File: src/rtl/decode_inst_buffer.sv
// Instruction buffer between the fetch-to-decode handshake and decode/rename.
// A small circular queue that absorbs decode stalls, optionally bypasses the
// enqueue data straight to the output when empty, and on a redirect drops only
// the entries younger than the squashing sequence number.
//
// Handshake: a transfer happens on a side exactly when valid & ready are both
// high at the rising clock edge; valid never waits on ready, and f_rdy depends
// only on the registered count (no path from d_rdy or squash_val).
module decode_inst_buffer #(
    parameter int p_depth        = 4,
    parameter int p_seq_num_bits = 8,
    parameter int p_bypass       = 1
) (
    input  logic                                 clk,
    input  logic                                 rst,
    input  logic                                 f_val,
    output logic                                 f_rdy,
    input  logic [31:0]                          f_inst,
    input  logic [31:0]                          f_pc,
    input  logic [p_seq_num_bits-1:0]            f_seq_num,
    output logic                                 d_val,
    input  logic                                 d_rdy,
    output logic [31:0]                          d_inst,
    output logic [31:0]                          d_pc,
    output logic [p_seq_num_bits-1:0]            d_seq_num,
    input  logic                                 squash_val,
    input  logic [p_seq_num_bits-1:0]            squash_seq_num,
    output logic [$clog2(p_depth+1)-1:0]         occupancy
);

    localparam int PW = $clog2(p_depth);
    localparam int CW = $clog2(p_depth + 1);
    localparam int SW = p_seq_num_bits;

    typedef logic [PW-1:0] ptr_t;
    typedef logic [CW-1:0] cnt_t;

    localparam cnt_t DEPTH_C = cnt_t'(p_depth);

    // Entry storage; contents are don't-care until written, so no reset.
    logic [31:0]   inst_q [p_depth];
    logic [31:0]   pc_q   [p_depth];
    logic [SW-1:0] seq_q  [p_depth];

    ptr_t head_q, head_d;
    ptr_t tail_q, tail_d;
    cnt_t count_q, count_d;

    logic empty;
    logic bypass_sel;
    logic f_xfer;
    logic d_xfer;
    logic deq;
    logic bypass_xfer;
    logic f_keep;
    logic wr_en;
    ptr_t wr_ptr;
    cnt_t cnt_deq;
    cnt_t cnt_sq;
    logic found;

    // Modular age test: e is younger than s when (e - s) is nonzero and in the
    // lower half of the sequence space.
    function automatic logic is_younger(input logic [SW-1:0] e, input logic [SW-1:0] s);
        logic [SW-1:0] diff;
        diff = e - s;
        return (diff != '0) && !diff[SW-1];
    endfunction

    // Handshake outputs, head/bypass data selection and transfer qualifiers.
    always_comb begin
        empty       = (count_q == '0);
        bypass_sel  = (p_bypass != 0) && empty;
        f_rdy       = (count_q != DEPTH_C);
        d_val       = !empty || (bypass_sel && f_val);
        d_inst      = bypass_sel ? f_inst    : inst_q[head_q];
        d_pc        = bypass_sel ? f_pc      : pc_q[head_q];
        d_seq_num   = bypass_sel ? f_seq_num : seq_q[head_q];
        f_xfer      = f_val && f_rdy;
        d_xfer      = d_val && d_rdy;
        deq         = d_xfer && !empty;
        bypass_xfer = bypass_sel && f_xfer && d_xfer;
        // An instruction arriving alongside a squash that it is younger than
        // belongs to the squashed path and is discarded.
        f_keep      = !(squash_val && is_younger(f_seq_num, squash_seq_num));
        wr_en       = f_xfer && !bypass_xfer && f_keep;
        occupancy   = count_q;
    end

    // Next pointers/count: dequeue first, then cut at the oldest younger entry,
    // then append the incoming instruction at the (possibly pulled-back) tail.
    always_comb begin
        head_d  = deq ? head_q + ptr_t'(1) : head_q;
        cnt_deq = deq ? count_q - cnt_t'(1) : count_q;
        cnt_sq  = cnt_deq;
        found   = 1'b0;
        if (squash_val) begin
            for (int i = 0; i < p_depth; i++) begin
                if (!found && (i < int'(cnt_deq)) &&
                    is_younger(seq_q[head_d + ptr_t'(i)], squash_seq_num)) begin
                    cnt_sq = cnt_t'(i);
                    found  = 1'b1;
                end
            end
        end
        wr_ptr  = head_d + ptr_t'(cnt_sq);
        tail_d  = wr_en ? wr_ptr + ptr_t'(1) : wr_ptr;
        count_d = wr_en ? cnt_sq + cnt_t'(1) : cnt_sq;
    end

    // Control state; reset empties the buffer immediately.
    always_ff @(posedge clk or posedge rst) begin
        if (rst) begin
            head_q  <= '0;
            tail_q  <= '0;
            count_q <= '0;
        end else begin
            head_q  <= head_d;
            tail_q  <= tail_d;
            count_q <= count_d;
        end
    end

    // Entry write at the computed tail slot.
    always_ff @(posedge clk) begin
        if (wr_en) begin
            inst_q[wr_ptr] <= f_inst;
            pc_q[wr_ptr]   <= f_pc;
            seq_q[wr_ptr]  <= f_seq_num;
        end
    end

endmodule

File: config.mk
export PLATFORM = sky130hd
export DESIGN_NAME = decode_inst_buffer
export DESIGN_NICKNAME = d
export VERILOG_FILES = /design/src/rtl/decode_inst_buffer.sv
export SDC_FILE = /design/constraint.sdc
export NUM_CORES = 1
export LEC_CHECK = 0
export ABC_AREA = 0
export CAP_MARGIN = 30
export CORE_MARGIN = 2
export CORE_UTILIZATION = 55
export DETAILED_ROUTE_END_ITERATION = 10
export PLACE_DENSITY = 0.79
export SYNTH_ARGS = -nofsm -noshare
export SYNTH_HDL_FRONTEND = slang
export SYNTH_SLANG_ARGS = --single-unit
File: constraint.sdc
create_clock -name clk -period 12.98 [get_ports clk]
set_input_delay 3.245 -clock clk [delete_from_list [all_inputs] [get_ports clk]]
set_output_delay 3.245 -clock clk [all_outputs]
set_load 0.01 [all_outputs]
# Word-level counts from Yosys, hierarchy flattened
# Memory sizes are Yosys's and may differ from the RTL's.
# Cells that the tools add are included.
# Widths: inputs -> output; s select.
# word_totals
ff_bits	5
latch_bits	0
mem_bits_rw	288
mem_bits_ro	0
inputBits	85
n_memories	3
# memory_table
memory	depth	word_bits	read_ports	rd_ports_with_merged_regs	wr	line_no	text
inst_q	4	32	1	0	1	41	logic [31:0] inst_q [p_depth];
pc_q	4	32	1	0	1	42	logic [31:0] pc_q [p_depth];
seq_q	4	8	5	0	1	43	logic [SW-1:0] seq_q [p_depth];
# op_classes
n_addsub	12
multipliers	0
div	0
n_lt_le_gt_ge	4
eq_ne	1
shifts	0
n_mux	19
n_bitwise	0
reduce_logical	39
# op_table
operator	n
$mux 32	2
$reduce_bool 8->1	5
$sub 8x8->8	5
$logic_and 1x1->1	21
$mux 3	7
$logic_not 1->1	11
$mux 1	8
$mux 8	1
$lt 1x3->1 const A	2
$lt 2x3->1 const A	2
$add 2x1->2 const B	2
$add 2x2->2 const B	2
$add 3x1->3 const B	1
$logic_not 3->1	1
$ne 3x3->1 const B	1
$sub 3x1->3 const B	1
$add 2x2->2	1
$mux 2	1
$logic_or 1x1->1	1

# Longest topological paths before layout
# Gate-level depths: netlist of run 1.
# An unclocked memory read counts as a cell.
# logic_depth
ltp_word	30
depth_mapped	26

# Worst setup path before layout of run 1
# No wires, ideal clock.
# synth_timing
path_kind	input to register
from	input port d_rdy
to	memory inst_q[0][0], enable pin
setup_ns	0.533
arrival_ns	10.904
setup_slack_ns	1.543
path_stages	20
n_path_buf	3
path_cell_list	and2_1 buf_6 xnor2_1 buf_4 buf_4 mux2i_1 mux2i_1 ha_1 nor2b_1 o31a_1 o31a_1 o21a_1 or3_1 and3_1 o21ai_0 a32o_1 ha_1 nor2b_1 nand2_1 mux2i_1
# synth_between
elab_chain_len	26
# synth_lines
item	line_no	text
start, declared	22	input logic d_rdy,
$logic_and 1x1->1 (*)	80	d_xfer = d_val && d_rdy;
$logic_and 1x1->1	81	deq = d_xfer && !empty;
$mux 2	93	head_d = deq ? head_q + ptr_t'(1) : head_q;
$mem_v2 4x8	n/a	
$sub 8x8->8	66	diff = e - s;
$reduce_bool 8->1 / $logic_not 1->1 (equally long branches)	67	return (diff != '0) && !diff[SW-1];
$logic_and 1x1->1	67	
$logic_and 1x1->1	99	if (!found && (i < int'(cnt_deq)) &&
[8 not listed]	n/a	
$logic_and 1x1->1 (2 in a row)	99	
$mux 1	99	
$mux 1	97	if (squash_val) begin
$logic_not 1->1	99	
$logic_and 1x1->1 (2 in a row)	99	
$mux 3	99	
$mux 3	97	
$add 2x2->2	106	wr_ptr = head_d + ptr_t'(cnt_sq);
end, declared	41	
# Every way passes the cells marked *; elsewhere a longest branch is shown, timed or not. The select of a mux whose other input is x is not followed.

# Worst setup path in the final report of run 1
# layout_timing
from	input port d_rdy
to	memory pc_q[2][15], enable pin
# layout_between
elab_chain_len	26
# layout_lines
item	line_no
$logic_and 1x1->1 (*)	80
$logic_and 1x1->1	81
$mux 2	93
$mem_v2 4x8	n/a
$sub 8x8->8	66
$reduce_bool 8->1 / $logic_not 1->1 (equally long branches)	67
$logic_and 1x1->1	67
$logic_and 1x1->1	99
[8 not listed]	n/a
$logic_and 1x1->1 (2 in a row)	99
$mux 1	99
$mux 1	97
$logic_not 1->1	99
$logic_and 1x1->1 (2 in a row)	99
$mux 3	99
$mux 3	97
$add 2x2->2	106
end, declared	42
# Marked as above.

==> results of run 1 <==
-- registers in the layout, summed over array words and instances (netlist names) --
signal     count
inst_q       128
occupancy      3
pc_q         128
seq_q         32
head_q         2
-- critical path: stages --
cell and delay (ns):
clkdlybuf4s50_1 0.61, and2_1 0.33, xnor2_2 0.14, buf_4 0.38
mux4_2 0.55, inv_1 0.07, ha_1 0.15, inv_1 0.06
fa_1 0.40, a211oi_1 0.33, o21ai_0 0.17, xor2_1 0.17
nor4b_1 0.30, o211ai_1 0.19, nand3b_1 0.13, o21ai_0 0.10
a32o_1 0.27, ha_1 0.23, xnor2_1 0.22, nand2_1 0.17
mux2i_4 0.53, buf_4 0.79
-- cell families after synthesis --
| kind of cell | count (synthesis) | share of synthesized area (%) |
|---|---|---|
| and+or+nand+nor | 84 | 3.12 |
| muxes | 195 | 22.2 |
| DFF | 293 | 62.5 |
| buffers and inverters | 56 | 1.65 |
| adders and majority gates | 44 | 4.19 |
| AOI/OAI and AO/OA | 91 | 4.54 |
| xor gates and xnor gates | 28 | 1.75 |
-- path summary, 6_finish.rpt --
| check | slack, ns | endpoint | start |
|---|---|---|---|
| max | 3.53 | pc_q[2][15]$_DFFE_PP_ | d_rdy |
| min | 0.90 | occupancy[0]$_DFF_PP0_ | occupancy[2]$_DFF_PP0_ |
| max reg2reg | 5.84 | pc_q[2][15]$_DFFE_PP_ | occupancy[0]$_DFF_PP0_ |
| min reg2reg | 0.90 | occupancy[0]$_DFF_PP0_ | occupancy[2]$_DFF_PP0_ |
| max in group asynchronous | 9.79 | head_q[1]$_DFF_PP0_ | rst |
| min in group asynchronous | 2.93 | occupancy[2]$_DFF_PP0_ | rst |
-- per-layer routing --
metal / vias up / part of all wire, % / routed length (um) / GRT usage (%)
li1: 3593 / - / - / -
met1: 3963 / 43 / 12500 / 30.5
met4: 0 / 2.4 / 702 / 5.74
met5: - / 0 / 0 / 0
met3: 44 / 4.9 / 1430 / 3.43
met2: 220 / 50 / 14400 / 36.4
-- cells in the final DEF (no fill, tap or decap), drive strengths merged, types with 7 or more instances in the layout --
cell           instances
a211oi                 7
a21oi                 20
buf                   15
clkbuf                39
clkdlybuf4s50        161
clkinv                 9
edfxtp               288
ha                    39
inv                   25
mux2                  72
mux2i                 37
mux4                  86
nand2                 26
nand2b                 7
nor2                  15
o21a                   9
o21ai                 19
xnor2                 17
xor2                  11
-- cell type report --
type / count / area, um^2
Fill cell: 1639 / 8000
Clock buffer: 39 / 802
Clock inverter: 12 / 114
Inverter: 23 / 86.3
Timing Repair Buffer: 176 / 1810
Sequential cell: 293 / 8780
Tap cell: 330 / 413
Antenna cell: 2 / 5.00
Multi-Input combinational cell: 442 / 5100
-- through the flow --
step	utilization, %	worst slack, ns	hold slack (ns)	cell area (um^2)
floorplan	-	1.54	0.802	14000
global placement	64.0	3.06	0.892	16100
detailed placement	64.4	3.04	0.902	16200
CTS	68.0	3.54	0.905	17100
global route	68.1	3.07	0.955	17100
finish	68.1	3.53	0.901	17100
==> out/results.tsv, run 1 <==
stage	metric	value	unit
floorplanning	die footprint	26800	um^2
floorplanning	Core Box Area	25100	um^2
routing	DRT Pass-1 Iters	4	
cts	clk buf depth	3	
cells_and_area	synth-to-layout area growth	22.0	%
synth	post-synthesis cell count	791	
routing	Initial DRC Count	591	
routing	Vias	7820	
placement	Port Buffers	161	
cts	htree depth	1	
synth	YS warnings	0	
cts	Worst-path clk slew	0.07	ns
cts	Clock Latency Late Sink	0.55	ns
cells_and_area	fin cells	1317	
cts	cells resized by post-CTS repair	0	
synth	Post-synth EDFFs	288	
synth	Synth Flop Type	edfxtp_1	
cts	hold-fix buffers at CTS	0	
synth	Syn Nets	920	
floorplanning	Die Y	164	um
global_route	total grt overflow	0	
sta	final setup TNS	0	ns
sta	Worst Max-Slew Pin Slew	0.866	ns
sta	RSZ-0062 raised after global routing	no	
synth	register area share after synthesis	62.5	%
setup_path	Worst Path Required	13.13	ns
setup_path	CP max FO	59	
synth	#FFs+latches synth	293	
routing	Via density	5.94	
setup_path	Register-to-Register Path Depth	24	
placement	GP Congestion	0.882	
sta	min Tclk post-route	9.45	ns
global_route	initial antenna violation count	0	
cts	clock root buffer	clkbuf_16	
sta	Fin. Hold Viols	0	
outcome	outcome	complete, no violations	
cells_and_area	Final nets	1093	
global_route	global-route wire length before repair	44900	um
global_route	largest net degree at the start of global routing	62	
placement	half-perimeter wire length after placement	19100	um
placement	Placed Cells	1263	
floorplanning	Initial Util	55.9	%
worst_hold_path	hold path depth	4	
sta	Worst slew margin	42.2	%
synth	top cell type's share of synthesized area	61.6	%
routing	detail-routed net length per standard cell	22.1	um
cts	CTS tree	built	
sta	final setup vio count	0	
routing	drt drc	0	
cells_and_area	layout cells sized above 1	23.7	%
routing	Routed Antenna Nets	0	
global_route	Global Route Usage Sum	21.8	%
floorplanning	FP Rows	58	
run	Max-Cap Viols	0	
setup_path	critical path arrival	9.59	ns
setup_path	Crit. End Element	flop	
floorplanning	top-level I/O count	162	
cts	post-CTS setup buffers	0	
floorplanning	die width	164	um
sta	Clock Skews	0.0351	ns
worst_hold_path	Worst Hold Class	reg -> reg	
sta	fmax	0.106	GHz
sta	Tcrit/Tclk final	72.8	%
synth	most frequent cells after synthesis	288 x edfxtp_1, 86 x mux4_2, 72 x mux2_2, 39 x ha_1, 37 x mux2i_1	
synth	Synth Cell Area	14000	um^2
setup_path	Crit Path Category	in -> reg	
synth	synth unique cells	59	
sta	Max Slew Vio Count	0	
cts	total CTS buffers	28	
synth	Synth Area per Inst	17.7	um^2
synth	Async SR Flop Fraction	1.71	%
setup_path	critical path launch point type	input pin	
routing	final wirelength	29100	um
synth	Synth area leader	edfxtp_1	
synth	most common cell in the netlist	edfxtp_1	
synth	Synth area leaders	edfxtp_1 62%, mux4_2 14%, mux2_2 5.8%, ha_1 3.5%, mux2i_1 2.6%	
global_route	number of global-route vias before repair	8086	
cts	Sink Count	293	
Power of run 1 is not shown: default switching activity piles up to over one toggle a cycle in this logic, so the estimate is an artifact.
==> inputs of run 2 (changes only) <==
==> constraint.sdc (replaced) <==
create_clock -name clk -period 9.6 [get_ports clk]
set_input_delay 2.4 -clock clk [delete_from_list [all_inputs] [get_ports clk]]
set_output_delay 2.4 -clock clk [all_outputs]
set_load 0.01 [all_outputs]
==> out/results.tsv, run 2 (synthesis results as in run 1) <==
stage	metric	value	unit	change
setup_path	Crit. End Element	flop		
floorplanning	top-level I/O count	162		unchanged
setup_path	CP max FO	44		-25%
global_route	GR Util met1	30.7	%	+0.26 points
setup_path	buffers plus inverters on the worst setup path	5		unchanged
global_route	number of global-route vias before repair	8160		+0.92%
sta	final setup vio count	0		unchanged
setup_path	critical path arrival	8.23	ns	-1.36 ns
global_route	initial antenna violation count	1		+1
global_route	grt met2 use	38.7	%	+2.3 points
cts	cells resized by post-CTS repair	0		unchanged
setup_path	Crit. Startpoint	d_rdy		
setup_path	critical path launch point type	input pin		
sta	Tcrit/Tclk final	83.5	%	
routing	drt drc	0		unchanged
global_route	met3 usage	3.61	%	+0.18 points
setup_path	critical path's slowest cell	mux2i_4		
cells_and_area	fill cell count	1638		-0.061%
cells_and_area	biggest regs	inst_q x128, pc_q x128, seq_q x32		
sta	Final WS setup	1.58	ns	-1.95 ns
global_route	largest net degree at the start of global routing	62		unchanged
routing	detail-routed net length per standard cell	22.4	um	+1.5%
routing	final wirelength	29600	um	+1.8%
placement	half-perimeter wire length after placement	18700	um	-2.3%
floorplanning	FP Rows	58		unchanged
setup_path	Critical Path Max Stage Delay	0.57	ns	-0.22 ns
routing	DRT Pass-1 Iters	4		unchanged
floorplanning	die width	164	um	unchanged
cts	htree depth	1		unchanged
sta	fmax	0.125	GHz	
cts	Worst-path clk slew	0.07	ns	about the same
sta	Worst slew margin	38.4	%	-3.8 points
cts	Sink Count	293		unchanged
sta	Clock Skews	0.0322	ns	-0.00291 ns
cts	post-CTS setup buffers	0		unchanged
cts	total CTS buffers	29		+3.6%
worst_hold_path	Worst Hold Class	reg -> reg		
sta	RSZ-0062 raised after global routing	no		
floorplanning	Core Box Area	25100	um^2	unchanged
sta	min Tclk post-route	8.02	ns	
worst_hold_path	critical hold path startpoint	occupancy[2]$_DFF_PP0_		
setup_path	worst r2r src	occupancy[0]$_DFF_PP0_		
cts	CTS tree	built		
sta	Fin. Hold Viols	0		unchanged
setup_path	CP delay by family, top	buffers and inverters		
cells_and_area	fin cells	1321		+0.30%
cells_and_area	most common cell after layout, fill and taps aside	edfxtp_1		
setup_path	CP Cell Sequence	clkdlybuf4s50_1 > and2_1 > xnor2_2 > buf_8 > mux4_2 > inv_1 > ha_1 > inv_1 > fa_1 > a211oi_1 > o21ai_0 > xor2_1 > nor4b_1 > o211ai_1 > nand3b_1 > o21ai_0 > a32o_1 > ha_1 > xnor2_1 > nand2_1 > mux2i_4 > buf_12		
floorplanning	die footprint	26800	um^2	unchanged
global_route	GR peak layer	met2		
cts	clock root buffer	clkbuf_16		
floorplanning	Die Y	164	um	unchanged
sta	WHS	0.912	ns	+0.0103 ns
global_route	total grt overflow	0		unchanged
routing	Initial DRC Count	634		+7.3%
placement	GP Congestion	0.819		-7.1%
sta	Max Slew Vio Count	0		unchanged
setup_path	Crit Path Category	in -> reg		
routing	Via density	6.01		+1.2%
routing	Vias	7939		+1.5%
sta	Worst Max-Slew Pin Slew	0.924	ns	+0.0576 ns
routing	Routed Antenna Nets	0		unchanged
cts	Clock Latency Late Sink	0.56	ns	about the same
cells_and_area	synth-to-layout area growth	22.2	%	
cells_and_area	Final nets	1095		+0.18%
setup_path	Worst Path Required	9.81	ns	-3.32 ns
cts	hold-fix buffers at CTS	0		unchanged
cts	clk buf depth	3		unchanged
global_route	global-route wire length before repair	46000	um	+2.3%
placement	Port Buffers	161		unchanged
placement	pre-CTS WS	0.780	ns	-2.26 ns
cells_and_area	commonest non-fill, non-tap cells in the layout	288 x edfxtp_1, 161 x clkdlybuf4s50_1, 86 x mux4_2		
cells_and_area	layout cells sized above 1	24.2	%	+0.51 points
global_route	Global Route Usage Sum	22.6	%	+0.73 points
run	Max-Cap Viols	0		unchanged
floorplanning	Initial Util	55.9	%	unchanged
outcome	outcome	complete, no violations		
placement	Placed Cells	1264		+0.079%
run 2: final timing paths:
path                                          endpoint  slack, ns  cells after the start
worst min-delay path            occupancy[0]$_DFF_PP0_       0.91                      4
max in group asynchronous          head_q[0]$_DFF_PP0_       7.31                      2
min in group asynchronous       occupancy[2]$_DFF_PP0_       2.05                      2
worst min register to register  occupancy[0]$_DFF_PP0_       0.91                      4
worst max-delay path             pc_q[3][17]$_DFFE_PP_       1.58                     22
worst max register to register   pc_q[3][17]$_DFFE_PP_       2.78                     24
run 2: per-layer routing:
| metal | wire (um) | vias up |
|---|---|---|
| met3 | 1730 | 43 |
| met2 | 15000 | 250 |
| met4 | 596 | 0 |
| met1 | 12300 | 4047 |
| met5 | 0 | - |
| li1 | - | 3599 |
run 2: tightest hold or removal path, cell delays in order (launching register included):
cell and delay, ns:
dfrtp_1 0.41, o21ai_0 0.09, nand2_1 0.10, a31oi_1 0.10, xor2_1 0.16
run 2: stage by stage:
step | instance area [um^2] | utilization [%] | setup TNS (ns)
2_1_floorplan | 14000 | - | -142.82
3_3_place_gp | 16100 | 64.3 | 0
3_5_place_dp | 16100 | 64.3 | 0
4_1_cts | 17100 | 68.2 | 0
5_1_grt | 17100 | 68.3 | 0
6_report | 17200 | 68.3 | 0
run 2: area by class of cell:
class | instances | area, um^2 | area share [%]
Timing Repair Buffer | 177 | 1780 | 10.4
Multi-Input combinational cell | 442 | 5100 | 29.7
Sequential cell | 293 | 8780 | 51.2
Inverter | 23 | 86.3 | 0.503
Antenna cell | 2 | 5.00 | 0.0292
Tap cell | 330 | 413 | 2.41
Clock buffer | 29 | 726 | 4.23
Clock inverter | 25 | 265 | 1.55
Power of run 2 is left out for the same reason.
